## src/rtl/muldiv_hilo_ctrl_if.sv

```systemverilog
// ---------------------------------------------------------------------------
// muldiv_hilo_ctrl_if
//
// Purpose: groups the EX-stage issue signals and the HI/LO result signals
// exchanged between the pipeline and the multiply/divide sequencer.
//
// Signals:
//   start        pipeline -> seq  HI/LO-class instruction present in EX
//   op[2:0]      pipeline -> seq  0 MULT, 1 MULTU, 2 DIV, 3 DIVU, 4 MTHI, 5 MTLO
//   a[31:0]      pipeline -> seq  rs operand (already forwarded)
//   b[31:0]      pipeline -> seq  rt operand (already forwarded)
//   flush        pipeline -> seq  exception/ERET flush
//   stall        seq -> pipeline  combinational hold of IF/ID/EX
//   hi[31:0]     seq -> pipeline  architectural HI
//   lo[31:0]     seq -> pipeline  architectural LO
//   done         seq -> pipeline  one-cycle pulse, new HI/LO visible
//   div_by_zero  seq -> pipeline  pulse with done for a divide by zero
//
// Modports: master = pipeline side, slave = sequencer side.
// ---------------------------------------------------------------------------
interface muldiv_hilo_ctrl_if;
    logic        start;
    logic [2:0]  op;
    logic [31:0] a;
    logic [31:0] b;
    logic        flush;
    logic        stall;
    logic [31:0] hi;
    logic [31:0] lo;
    logic        done;
    logic        div_by_zero;

    modport master (
        output start, op, a, b, flush,
        input  stall, hi, lo, done, div_by_zero
    );

    modport slave (
        input  start, op, a, b, flush,
        output stall, hi, lo, done, div_by_zero
    );
endinterface

```

## src/rtl/muldiv_hilo_ctrl.sv

```systemverilog
// ---------------------------------------------------------------------------
// muldiv_hilo_ctrl
//
// Purpose: multi-cycle multiply/divide sequencer owning the architectural
// HI/LO pair of a 5-stage MIPS pipeline. Multiplies take a fixed MUL_LAT
// busy cycles after issue; divides run a 32-iteration restoring divider on
// operand magnitudes followed by a sign-fixup/commit cycle. MTHI/MTLO write
// directly without stalling. Any in-flight operation can be cancelled by
// flush, in which case HI/LO are left untouched.
//
// Ports:
//   clk   input  rising-edge clock
//   rst   input  synchronous, active-high reset
//   bus   slave modport of muldiv_hilo_ctrl_if (start/op/a/b/flush in,
//         stall/hi/lo/done/div_by_zero out)
//
// Parameters:
//   MUL_LAT  busy cycles of a multiply after its issue cycle (1..8)
//
// Build option:
//   MULDIV_EARLY_OUT_EN  when defined, a divide whose dividend magnitude is
//                        below the divisor magnitude skips the iterations
//                        and commits quotient 0 / remainder a after FIX.
// ---------------------------------------------------------------------------
module muldiv_hilo_ctrl #(
    parameter int MUL_LAT = 3
) (
    input  logic               clk,
    input  logic               rst,
    muldiv_hilo_ctrl_if.slave  bus
);

    typedef enum logic [1:0] {
        S_IDLE = 2'd0,
        S_MUL  = 2'd1,
        S_DIV  = 2'd2,
        S_FIX  = 2'd3
    } state_t;

    localparam logic [2:0] OP_MULT  = 3'd0;
    localparam logic [2:0] OP_MULTU = 3'd1;
    localparam logic [2:0] OP_DIV   = 3'd2;
    localparam logic [2:0] OP_DIVU  = 3'd3;
    localparam logic [2:0] OP_MTHI  = 3'd4;
    localparam logic [2:0] OP_MTLO  = 3'd5;

    localparam logic [4:0] MUL_CNT_INIT = 5'(MUL_LAT - 1);

    // -----------------------------------------------------------------------
    // State
    // -----------------------------------------------------------------------
    state_t      state_q;
    logic [4:0]  cnt_q;
    logic [31:0] hi_q;
    logic [31:0] lo_q;
    logic        done_q;
    logic        dbz_q;

    // Operand A register doubles as the divide quotient shift register;
    // operand B register holds the divisor magnitude during a divide.
    logic [31:0] opa_q;
    logic [31:0] opb_q;
    logic [31:0] rem_q;
    logic        mul_signed_q;
    logic        q_neg_q;
    logic        r_neg_q;
    logic        dbz_pend_q;

    // -----------------------------------------------------------------------
    // Issue decode
    // -----------------------------------------------------------------------
    logic        issue_ok;
    logic        div_signed;
    logic        a_neg;
    logic        b_neg;
    logic [31:0] a_mag;
    logic [31:0] b_mag;
    logic        early_out;

    // The done cycle is excluded so the instruction still held in EX during
    // its own completion cycle is not taken a second time.
    assign issue_ok   = (state_q == S_IDLE) && bus.start && !done_q && !bus.flush;

    assign div_signed = (bus.op == OP_DIV);
    assign a_neg      = div_signed & bus.a[31];
    assign b_neg      = div_signed & bus.b[31];
    assign a_mag      = a_neg ? (32'd0 - bus.a) : bus.a;
    assign b_mag      = b_neg ? (32'd0 - bus.b) : bus.b;

`ifdef MULDIV_EARLY_OUT_EN
    assign early_out  = (b_mag != 32'd0) && (a_mag < b_mag);
`else
    assign early_out  = 1'b0;
`endif

    // -----------------------------------------------------------------------
    // Multiply datapath: the low 64 bits of a 64x64 product of sign- or
    // zero-extended operands equal the signed or unsigned 32x32 product.
    // -----------------------------------------------------------------------
    logic [63:0] mul_a_ext;
    logic [63:0] mul_b_ext;
    logic [63:0] mul_prod;

    assign mul_a_ext = {{32{mul_signed_q & opa_q[31]}}, opa_q};
    assign mul_b_ext = {{32{mul_signed_q & opb_q[31]}}, opb_q};
    assign mul_prod  = mul_a_ext * mul_b_ext;

    // -----------------------------------------------------------------------
    // Restoring divide step. The partial remainder is always below the
    // divisor, so after the shift it is below twice the divisor: bit 32 of
    // the trial difference is therefore a clean borrow flag, and when there
    // is no borrow the difference fits in 32 bits.
    // -----------------------------------------------------------------------
    logic [32:0] rem_shift;
    logic [32:0] rem_sub;
    logic        sub_ok;

    assign rem_shift = {rem_q, opa_q[31]};
    assign rem_sub   = rem_shift - {1'b0, opb_q};
    assign sub_ok    = ~rem_sub[32];

    // Sign fixup: quotient negative when operand signs differ, remainder
    // follows the dividend.
    logic [31:0] quo_fixed;
    logic [31:0] rem_fixed;

    assign quo_fixed = q_neg_q ? (32'd0 - opa_q) : opa_q;
    assign rem_fixed = r_neg_q ? (32'd0 - rem_q) : rem_q;

    // -----------------------------------------------------------------------
    // Sequencer
    // -----------------------------------------------------------------------
    always_ff @(posedge clk) begin
        if (rst) begin
            state_q      <= S_IDLE;
            cnt_q        <= 5'd0;
            hi_q         <= 32'd0;
            lo_q         <= 32'd0;
            done_q       <= 1'b0;
            dbz_q        <= 1'b0;
            opa_q        <= 32'd0;
            opb_q        <= 32'd0;
            rem_q        <= 32'd0;
            mul_signed_q <= 1'b0;
            q_neg_q      <= 1'b0;
            r_neg_q      <= 1'b0;
            dbz_pend_q   <= 1'b0;
        end else begin
            done_q <= 1'b0;
            dbz_q  <= 1'b0;

            if (bus.flush) begin
                // Cancel whatever is in flight; HI/LO keep their old value.
                state_q <= S_IDLE;
                cnt_q   <= 5'd0;
            end else begin
                case (state_q)
                    S_IDLE: begin
                        if (issue_ok) begin
                            case (bus.op)
                                OP_MULT, OP_MULTU: begin
                                    opa_q        <= bus.a;
                                    opb_q        <= bus.b;
                                    mul_signed_q <= (bus.op == OP_MULT);
                                    cnt_q        <= MUL_CNT_INIT;
                                    state_q      <= S_MUL;
                                end
                                OP_DIV, OP_DIVU: begin
                                    q_neg_q    <= a_neg ^ b_neg;
                                    r_neg_q    <= a_neg;
                                    opb_q      <= b_mag;
                                    dbz_pend_q <= 1'b0;
                                    cnt_q      <= 5'd0;
                                    if (bus.b == 32'd0) begin
                                        // No iterations; FIX only raises the flag.
                                        dbz_pend_q <= 1'b1;
                                        opa_q      <= 32'd0;
                                        rem_q      <= 32'd0;
                                        state_q    <= S_FIX;
                                    end else if (early_out) begin
                                        opa_q      <= 32'd0;
                                        rem_q      <= a_mag;
                                        state_q    <= S_FIX;
                                    end else begin
                                        opa_q      <= a_mag;
                                        rem_q      <= 32'd0;
                                        cnt_q      <= 5'd31;
                                        state_q    <= S_DIV;
                                    end
                                end
                                OP_MTHI: begin
                                    hi_q   <= bus.a;
                                    done_q <= 1'b1;
                                end
                                OP_MTLO: begin
                                    lo_q   <= bus.a;
                                    done_q <= 1'b1;
                                end
                                default: begin
                                    // Codes 6/7: no stall, no write, no done.
                                end
                            endcase
                        end
                    end

                    S_MUL: begin
                        if (cnt_q == 5'd0) begin
                            hi_q    <= mul_prod[63:32];
                            lo_q    <= mul_prod[31:0];
                            done_q  <= 1'b1;
                            state_q <= S_IDLE;
                        end else begin
                            cnt_q <= cnt_q - 5'd1;
                        end
                    end

                    S_DIV: begin
                        rem_q <= sub_ok ? rem_sub[31:0] : rem_shift[31:0];
                        opa_q <= {opa_q[30:0], sub_ok};
                        if (cnt_q == 5'd0) begin
                            state_q <= S_FIX;
                        end else begin
                            cnt_q <= cnt_q - 5'd1;
                        end
                    end

                    S_FIX: begin
                        if (dbz_pend_q) begin
                            dbz_q <= 1'b1;
                        end else begin
                            hi_q <= rem_fixed;
                            lo_q <= quo_fixed;
                        end
                        dbz_pend_q <= 1'b0;
                        done_q     <= 1'b1;
                        state_q    <= S_IDLE;
                    end

                    default: begin
                        state_q <= S_IDLE;
                    end
                endcase
            end
        end
    end

    // -----------------------------------------------------------------------
    // Outputs
    // -----------------------------------------------------------------------
    // Issue-cycle stall only for multiply/divide codes (op <= 3).
    assign bus.stall       = !bus.flush &&
                             ((state_q != S_IDLE) ||
                              (bus.start && !done_q && !bus.op[2]));
    assign bus.hi          = hi_q;
    assign bus.lo          = lo_q;
    assign bus.done        = done_q;
    assign bus.div_by_zero = dbz_q;

endmodule

```

## src/flat_wrapper.sv

```systemverilog
// flat-port wrapper written by rule: the top's interface ports become plain ports
module muldiv_hilo_ctrl_flat 
#(
    parameter int MUL_LAT = 3
)
  (clk, rst, bus_start, bus_op, bus_a, bus_b, bus_flush, bus_stall, bus_hi, bus_lo, bus_done, bus_div_by_zero);
  muldiv_hilo_ctrl_if bus_i ();
  input  logic clk;
  input  logic rst;
  input wire logic [$bits(bus_i.start)-1:0] bus_start;
  input wire logic [$bits(bus_i.op)-1:0] bus_op;
  input wire logic [$bits(bus_i.a)-1:0] bus_a;
  input wire logic [$bits(bus_i.b)-1:0] bus_b;
  input wire logic [$bits(bus_i.flush)-1:0] bus_flush;
  output wire logic [$bits(bus_i.stall)-1:0] bus_stall;
  output wire logic [$bits(bus_i.hi)-1:0] bus_hi;
  output wire logic [$bits(bus_i.lo)-1:0] bus_lo;
  output wire logic [$bits(bus_i.done)-1:0] bus_done;
  output wire logic [$bits(bus_i.div_by_zero)-1:0] bus_div_by_zero;
  assign bus_i.start = bus_start;
  assign bus_i.op = bus_op;
  assign bus_i.a = bus_a;
  assign bus_i.b = bus_b;
  assign bus_i.flush = bus_flush;
  assign bus_stall = bus_i.stall;
  assign bus_hi = bus_i.hi;
  assign bus_lo = bus_i.lo;
  assign bus_done = bus_i.done;
  assign bus_div_by_zero = bus_i.div_by_zero;
  muldiv_hilo_ctrl #(.MUL_LAT(MUL_LAT)) u_core (.clk(clk), .rst(rst), .bus(bus_i));
endmodule
```

## config.mk

```make
export PLATFORM = sky130hd
export DESIGN_NAME = muldiv_hilo_ctrl_flat
export DESIGN_NICKNAME = d
export VERILOG_FILES = /design/src/rtl/muldiv_hilo_ctrl_if.sv /design/src/rtl/muldiv_hilo_ctrl.sv /design/src/flat_wrapper.sv
export SDC_FILE = /design/constraint.sdc
export NUM_CORES = 2
export LEC_CHECK = 0
export ABC_AREA = 0
export BUFFER_PORTS_ARGS = -buffer_cell sky130_fd_sc_hd__buf_2
export CORE_ASPECT_RATIO = 0.7
export CORE_MARGIN = 3
export CORE_UTILIZATION = 50
export DETAILED_ROUTE_END_ITERATION = 7
export PLACE_DENSITY = 0.73
export SLEW_MARGIN = 25
export SYNTH_ARGS = -nofsm -noshare
export SYNTH_HDL_FRONTEND = slang
export SYNTH_SLANG_ARGS = --single-unit
```

## constraint.sdc

```tcl
create_clock -name clk -period 9.3 [get_ports clk]
set_clock_uncertainty 0.1 [all_clocks]
set_input_delay 1.395 -clock clk [delete_from_list [all_inputs] [get_ports clk]]
set_output_delay 1.395 -clock clk [all_outputs]
set_load 0.01 [all_outputs]
```

# Yosys cells after proc, flatten, opt, wreduce, memory -nomap -nowiden
# Cells that the tools add are included.
# classes
bitwise_logic	8
n_eq_ne	17
n_mul	1
add_sub_neg	6
reduce_logical	36
muxes	43
# op_table
cell	n
$mux W32	17
$pmux W32 S2	4
$pmux W32 S3	2
$sub A1 B32 Y32 const A	4
$mul A33 B33 Y64	1
$sub A33 B32 Y33	1
$logic_not A32 Y1	1
$reduce_and A4 Y1	8
$pmux W5 S2	2
$mux W5	3
$reduce_and A6 Y1	2
$ne A2 B2 Y1 const B	5
$reduce_bool A2 Y1	5
$reduce_or A2 Y1	5
$mux W1	8
$pmux W2 S4	1
$eq A3 B2 Y1 const B	2
$eq A3 B3 Y1 const B	2
$logic_and A1 B1 Y1	6
$mux W2	3
$ne A2 B1 Y1 const B	3
$logic_not A5 Y1	1
$sub A5 B1 Y5 const B	1
$and A1 B1 Y1	4
other kinds (15)	20
# word_totals
regBits	173
wordCells	124

# Depth between registers and ports, before layout
# depth
word_depth	7
mapped_depth	33
ltp_nobuf	30

# Worst setup path before layout
# No wires, ideal clock.
# synth_path
kind	flip-flop to flip-flop
start	reg u_core.opa_q[31]
end	reg u_core.hi_q[31] (netlist: u_core.bus.hi[31])
path_buffers	3
stages_incl_launch_ff	30
path_slack_ns	1.213
setup_time_ns	0.118
arrival_ns	7.869
t_required_ns	9.082
synth_period_minus_slack_ns	8.087
path_cell_list	dfxtp_1 clkbuf_1 clkbuf_1 and3_1 fa_1 fa_1 fa_1 inv_1 fa_1 inv_1 fa_1 fa_1 fa_1 inv_1 fa_1 inv_1 ha_1 clkbuf_1 a21o_1 a21o_1 a21oi_1 o21a_1 o2111ai_1 nand2_1 a21boi_1 o21ai_0 a221o_1 a221oi_1 xnor2_1 o21ai_1
# synth_between
elab_chain_cells	4
# synth_lines
element	line	rtl
start: declaration	muldiv_hilo_ctrl.sv:61	logic [31:0] opa_q;
start signal: assignment	muldiv_hilo_ctrl.sv:162	opa_q <= bus.a;
start signal: assignment	muldiv_hilo_ctrl.sv:185	opa_q <= a_mag;
start signal: assignment	muldiv_hilo_ctrl.sv:219	opa_q <= {opa_q[30:0], sub_ok};
$and A1 B1 Y1	muldiv_hilo_ctrl.sv:104	assign mul_a_ext = {{32{mul_signed_q & opa_q[31]}}, opa_q};
$mul A33 B33 Y64 *	muldiv_hilo_ctrl.sv:106	assign mul_prod = mul_a_ext * mul_b_ext;
$mux W32 *	muldiv_hilo_ctrl.sv:207	if (cnt_q == 5'd0) begin
$pmux W32 S3 *	muldiv_hilo_ctrl.sv:157	case (state_q)
end signal: assignment	muldiv_hilo_ctrl.sv:192	hi_q <= bus.a;
end signal: assignment	muldiv_hilo_ctrl.sv:208	hi_q <= mul_prod[63:32];
end signal: assignment	muldiv_hilo_ctrl.sv:231	hi_q <= rem_fixed;
end: declaration	muldiv_hilo_ctrl.sv:54	logic [31:0] hi_q;
# Mark *: on every way between the ends. The rest lies on a longest branch, timed or not. The select of a mux whose other input is x is not followed.
# A chain may end at the register's enable or synchronous reset.

# Final worst setup path
# layout_path
start	reg u_core.opb_q[9]
end	reg u_core.hi_q[2] (netlist: u_core.bus.hi[2])
# layout_between
elab_chain_cells	3
# layout_lines
element	line	rtl
start: declaration	muldiv_hilo_ctrl.sv:62	logic [31:0] opb_q;
start signal: assignment	muldiv_hilo_ctrl.sv:163	opb_q <= bus.b;
start signal: assignment	muldiv_hilo_ctrl.sv:171	opb_q <= b_mag;
$mul A33 B33 Y64	muldiv_hilo_ctrl.sv:106	
$mux W32	muldiv_hilo_ctrl.sv:207	
$pmux W32 S3	muldiv_hilo_ctrl.sv:157	
# Every way passes these cells. The select of a mux whose other input is x is not followed.

==> metrics.cfg <==
[critical_path]
worstSetupStartpoint = u_core.opb_q[9]
max_stage_delay_ps = 820
critPathBufInv = 6
cp.required_ps = 9520
crit_path_max_fanout = 19
critPathTopFamily = adder cells
reg2reg_slack_ps = 380
cpMaxStageDelayCell = a221oi_1
critPathKind = reg2reg
crit_top_cell = fa_1
cp.depth = 26
crit_end = u_core.bus.hi[2]
worstPathArrival_ps = 9140
r2r_end = u_core.bus.hi[2]
reg2reg_depth = 26
r2r_start = u_core.opb_q[9]
end_kind = register
start_kind = register

[grt]
grt_pass1_wl_mm = 256
grt_antenna_before_repair = 9
grt_pass1_vias = 42200
grtUsageTotal_pct = 32.6
grt_overflow_total = 0
grt_max_degree = 70

[status]
outcome = finished, final reports clean

[pwr]
p_comb_share_pct = 51.4
p_seq_share_pct = 25.5
internal_power_mw = 1.80
p_per_area_nw_per_um2 = 65.5
total_power_mw = 3.47
p_leak_nw = 25.3
ir_drop_v = 0.000138
p_sw_share_pct = 48.2
power_frac_clock_pct = 23.0
p_sw_mw = 1.67

[synthesis]
synth_area_um2 = 49600
synth.largest_area_cell = fa_1
yosys-top-cells-area = fa_1, inv_1, dfxtp_1
yosysSeqAreaShare_pct = 6.99
synth_seq_cells = 173
synth_edf_count = 0
synthesis.nets = 7204
synthArstFlopShare_pct = 0
syn_inst = 5753
synth-main-ff-cell = dfxtp_1
yosysTopAreaCellShare_pct = 45.5
synthDistinctLibCells = 72
synth.avg_cell_area_um2 = 8.62
yosys_warnings = 0

[place]
gp_congestion = 1.00
dp_hpwl_mm = 135
dpl.cell_count = 7022
portBuffers = 137

[die]
die_h_um = 269
io_pins = 138
row_count = 95
die-area_um2 = 103000
core_um2 = 97100
start_util_pct = 51.1
fp.dieW_um = 382

[detailed_routing]
wl_per_cell_um = 23.3
drtIter0Drc = 4536
dr.pass1.iters = 7
drc = 0
vias = 40900
via_per_inst = 5.78
drt-total-wl_mm = 165
antenna_left = 0

[layout]
stdcell_count = 7066
area_delta_synth_final_pct = 6.79
final_cell_mix = inv_1, fa_1, nand2_1, and2_1, nor2_1
final_common_cell = inv_1
finalNetCount = 7183
drive_gt1_share_pct = 7.07
fill_cells = 8816

[clocking]
cts_tree = done
clk_latency_ps = 480
clockBufferDepth = 2
cts_sinks = 173
htreeDepth = 4
numCtsBuffers = 17
clk_pin_slew_ps = 80
cts_root_buf = clkbuf_16

[sta]
hold_viol = 0
relSlewSlack_pct = 28.3
maxSlewViolCount = 0
maxClockFrequency_mhz = 112
period_needed_ps = 8920
setup_viol = 0
rsz0062_at_grt = no
finalSetupTns_ps = 0
fin_crit_sh_pct = 95.9
tightest_slew_ps = 1080

[flow_run]
cap_violations = 0

[worst_hold_path]
hold_path_class = reg2reg

repair_timing:
action | 4_1_cts | 5_1_grt
hold buffers | 0 | 0
gates resized for setup | 0 | 5
endpoints found under the setup margin | 0 | 3
setup buffers | 0 | 0
hold endpoints to repair | 0 | 0
through the flow:
step	worst slack, ps	hold slack (ps)	util (%)	cell area (um^2)
floorplan	1210	332	-	49600
global placement	421	347	53.8	52300
detailed placement	427	370	53.8	52300
CTS	436	381	54.5	52900
global route	1.77	406	54.5	52900
finish	378	377	54.5	52900
power groups by stage:
| stage | registers, mW | clock network [mW] | logic [mW] |
|---|---|---|---|
| 4_1_cts | 0.880 | 0.802 | 1.75 |
| 3_5_place_dp | 0.897 | 0 | 1.73 |
| 2_1_floorplan | 0.818 | 0 | 1.13 |
| 5_1_grt | 0.887 | 0.830 | 1.94 |
| 3_3_place_gp | 0.895 | 0 | 1.72 |
| 6_report | 0.886 | 0.798 | 1.78 |
worst min-delay path by stage:
stage,cells past startpoint,from,end
after floorplan,2,u_core.dbz_pend_q,u_core.dbz_pend_q
after global placement,2,u_core.dbz_pend_q,u_core.dbz_pend_q
after detailed placement,2,u_core.dbz_pend_q,u_core.bus.div_by_zero
after CTS,2,u_core.dbz_pend_q,u_core.bus.div_by_zero
after global routing,2,u_core.dbz_pend_q,u_core.dbz_pend_q
final,2,u_core.dbz_pend_q,u_core.dbz_pend_q
cells in the mapped netlist, types with 21 or more instances:
master / instances
fa_1: 1126
a21oi_1: 162
o31ai_1: 24
buf_1: 53
a211oi_1: 86
nand2_1: 870
or3_1: 27
nor3_1: 54
and3_1: 22
and2_1: 299
o21ai_0: 136
nand4_1: 27
nand3_1: 32
a21o_1: 44
a22oi_1: 47
a221o_1: 25
inv_1: 1184
nor2_1: 296
a311oi_1: 21
ha_1: 254
dfxtp_1: 173
clkbuf_1: 312
mux2i_1: 32
xor2_1: 71
xnor2_1: 145
nand2b_1: 23
sequential cells by signal, indices dropped and copies added, names as in the netlist:
name / flops
u_core.cnt_q: 5
u_core.dbz_pend_q: 1
u_core.bus.done: 1
u_core.bus.lo: 32
u_core.bus.div_by_zero: 1
u_core.mul_signed_q: 1
u_core.r_neg_q: 1
u_core.q_neg_q: 1
u_core.state_q: 2
u_core.opa_q: 32
u_core.opb_q: 32
u_core.rem_q: 32
u_core.bus.hi: 32
logic make-up after synthesis:
family	after synthesis	share of synthesized area [%]
simple gates	1711	15.6
buf+inv	1554	11.8
fa+ha+maj	1380	51.9
compound gates	683	9.17
xor+xnor	217	3.85
flops	173	6.99
mux	35	0.714
metal layers:
layer / vias to the layer above / GRT usage, % / part of all wire [%] / wire [um]
met1: 20600 / 45.8 / 40 / 66000
met5: - / 0 / 0.0079 / 13
met4: 2 / 12.1 / 4.2 / 6960
li1: 17400 / - / - / -
met2: 2476 / 48.1 / 43 / 70500
met3: 403 / 9.38 / 13 / 21200
final cells by class:
class                   count  area [um^2]  area share [%]
repair buffers            328         2380            4.50
well taps                1309         1640            3.09
inverters                1186         4450            8.41
clock inverters            14          168           0.317
flip-flops and latches    173         3480            6.57
diodes                     12         30.0          0.0567
clock buffers              18          439           0.829
multi-input cells        4026        40400            76.2
worst register-to-register path, cell delays in order (launching register included):
cell       delay [ps]
dfxtp_1           650
buf_12            340
and2_1            200
fa_1              530
inv_1              50
fa_1              490
fa_1              520
inv_1              50
fa_1              470
inv_1              60
fa_1              510
inv_1              40
ha_1              280
fa_1              520
fa_1              440
ha_1              370
a21oi_1           280
o221ai_1          160
a2111oi_0         420
a21oi_1           240
buf_4             220
a21oi_1           390
nor2_1            100
nor2_1            170
xnor2_1           170
a221oi_1          820
a211oi_1          170
Note: power is estimated with default switching activity, not from simulation.
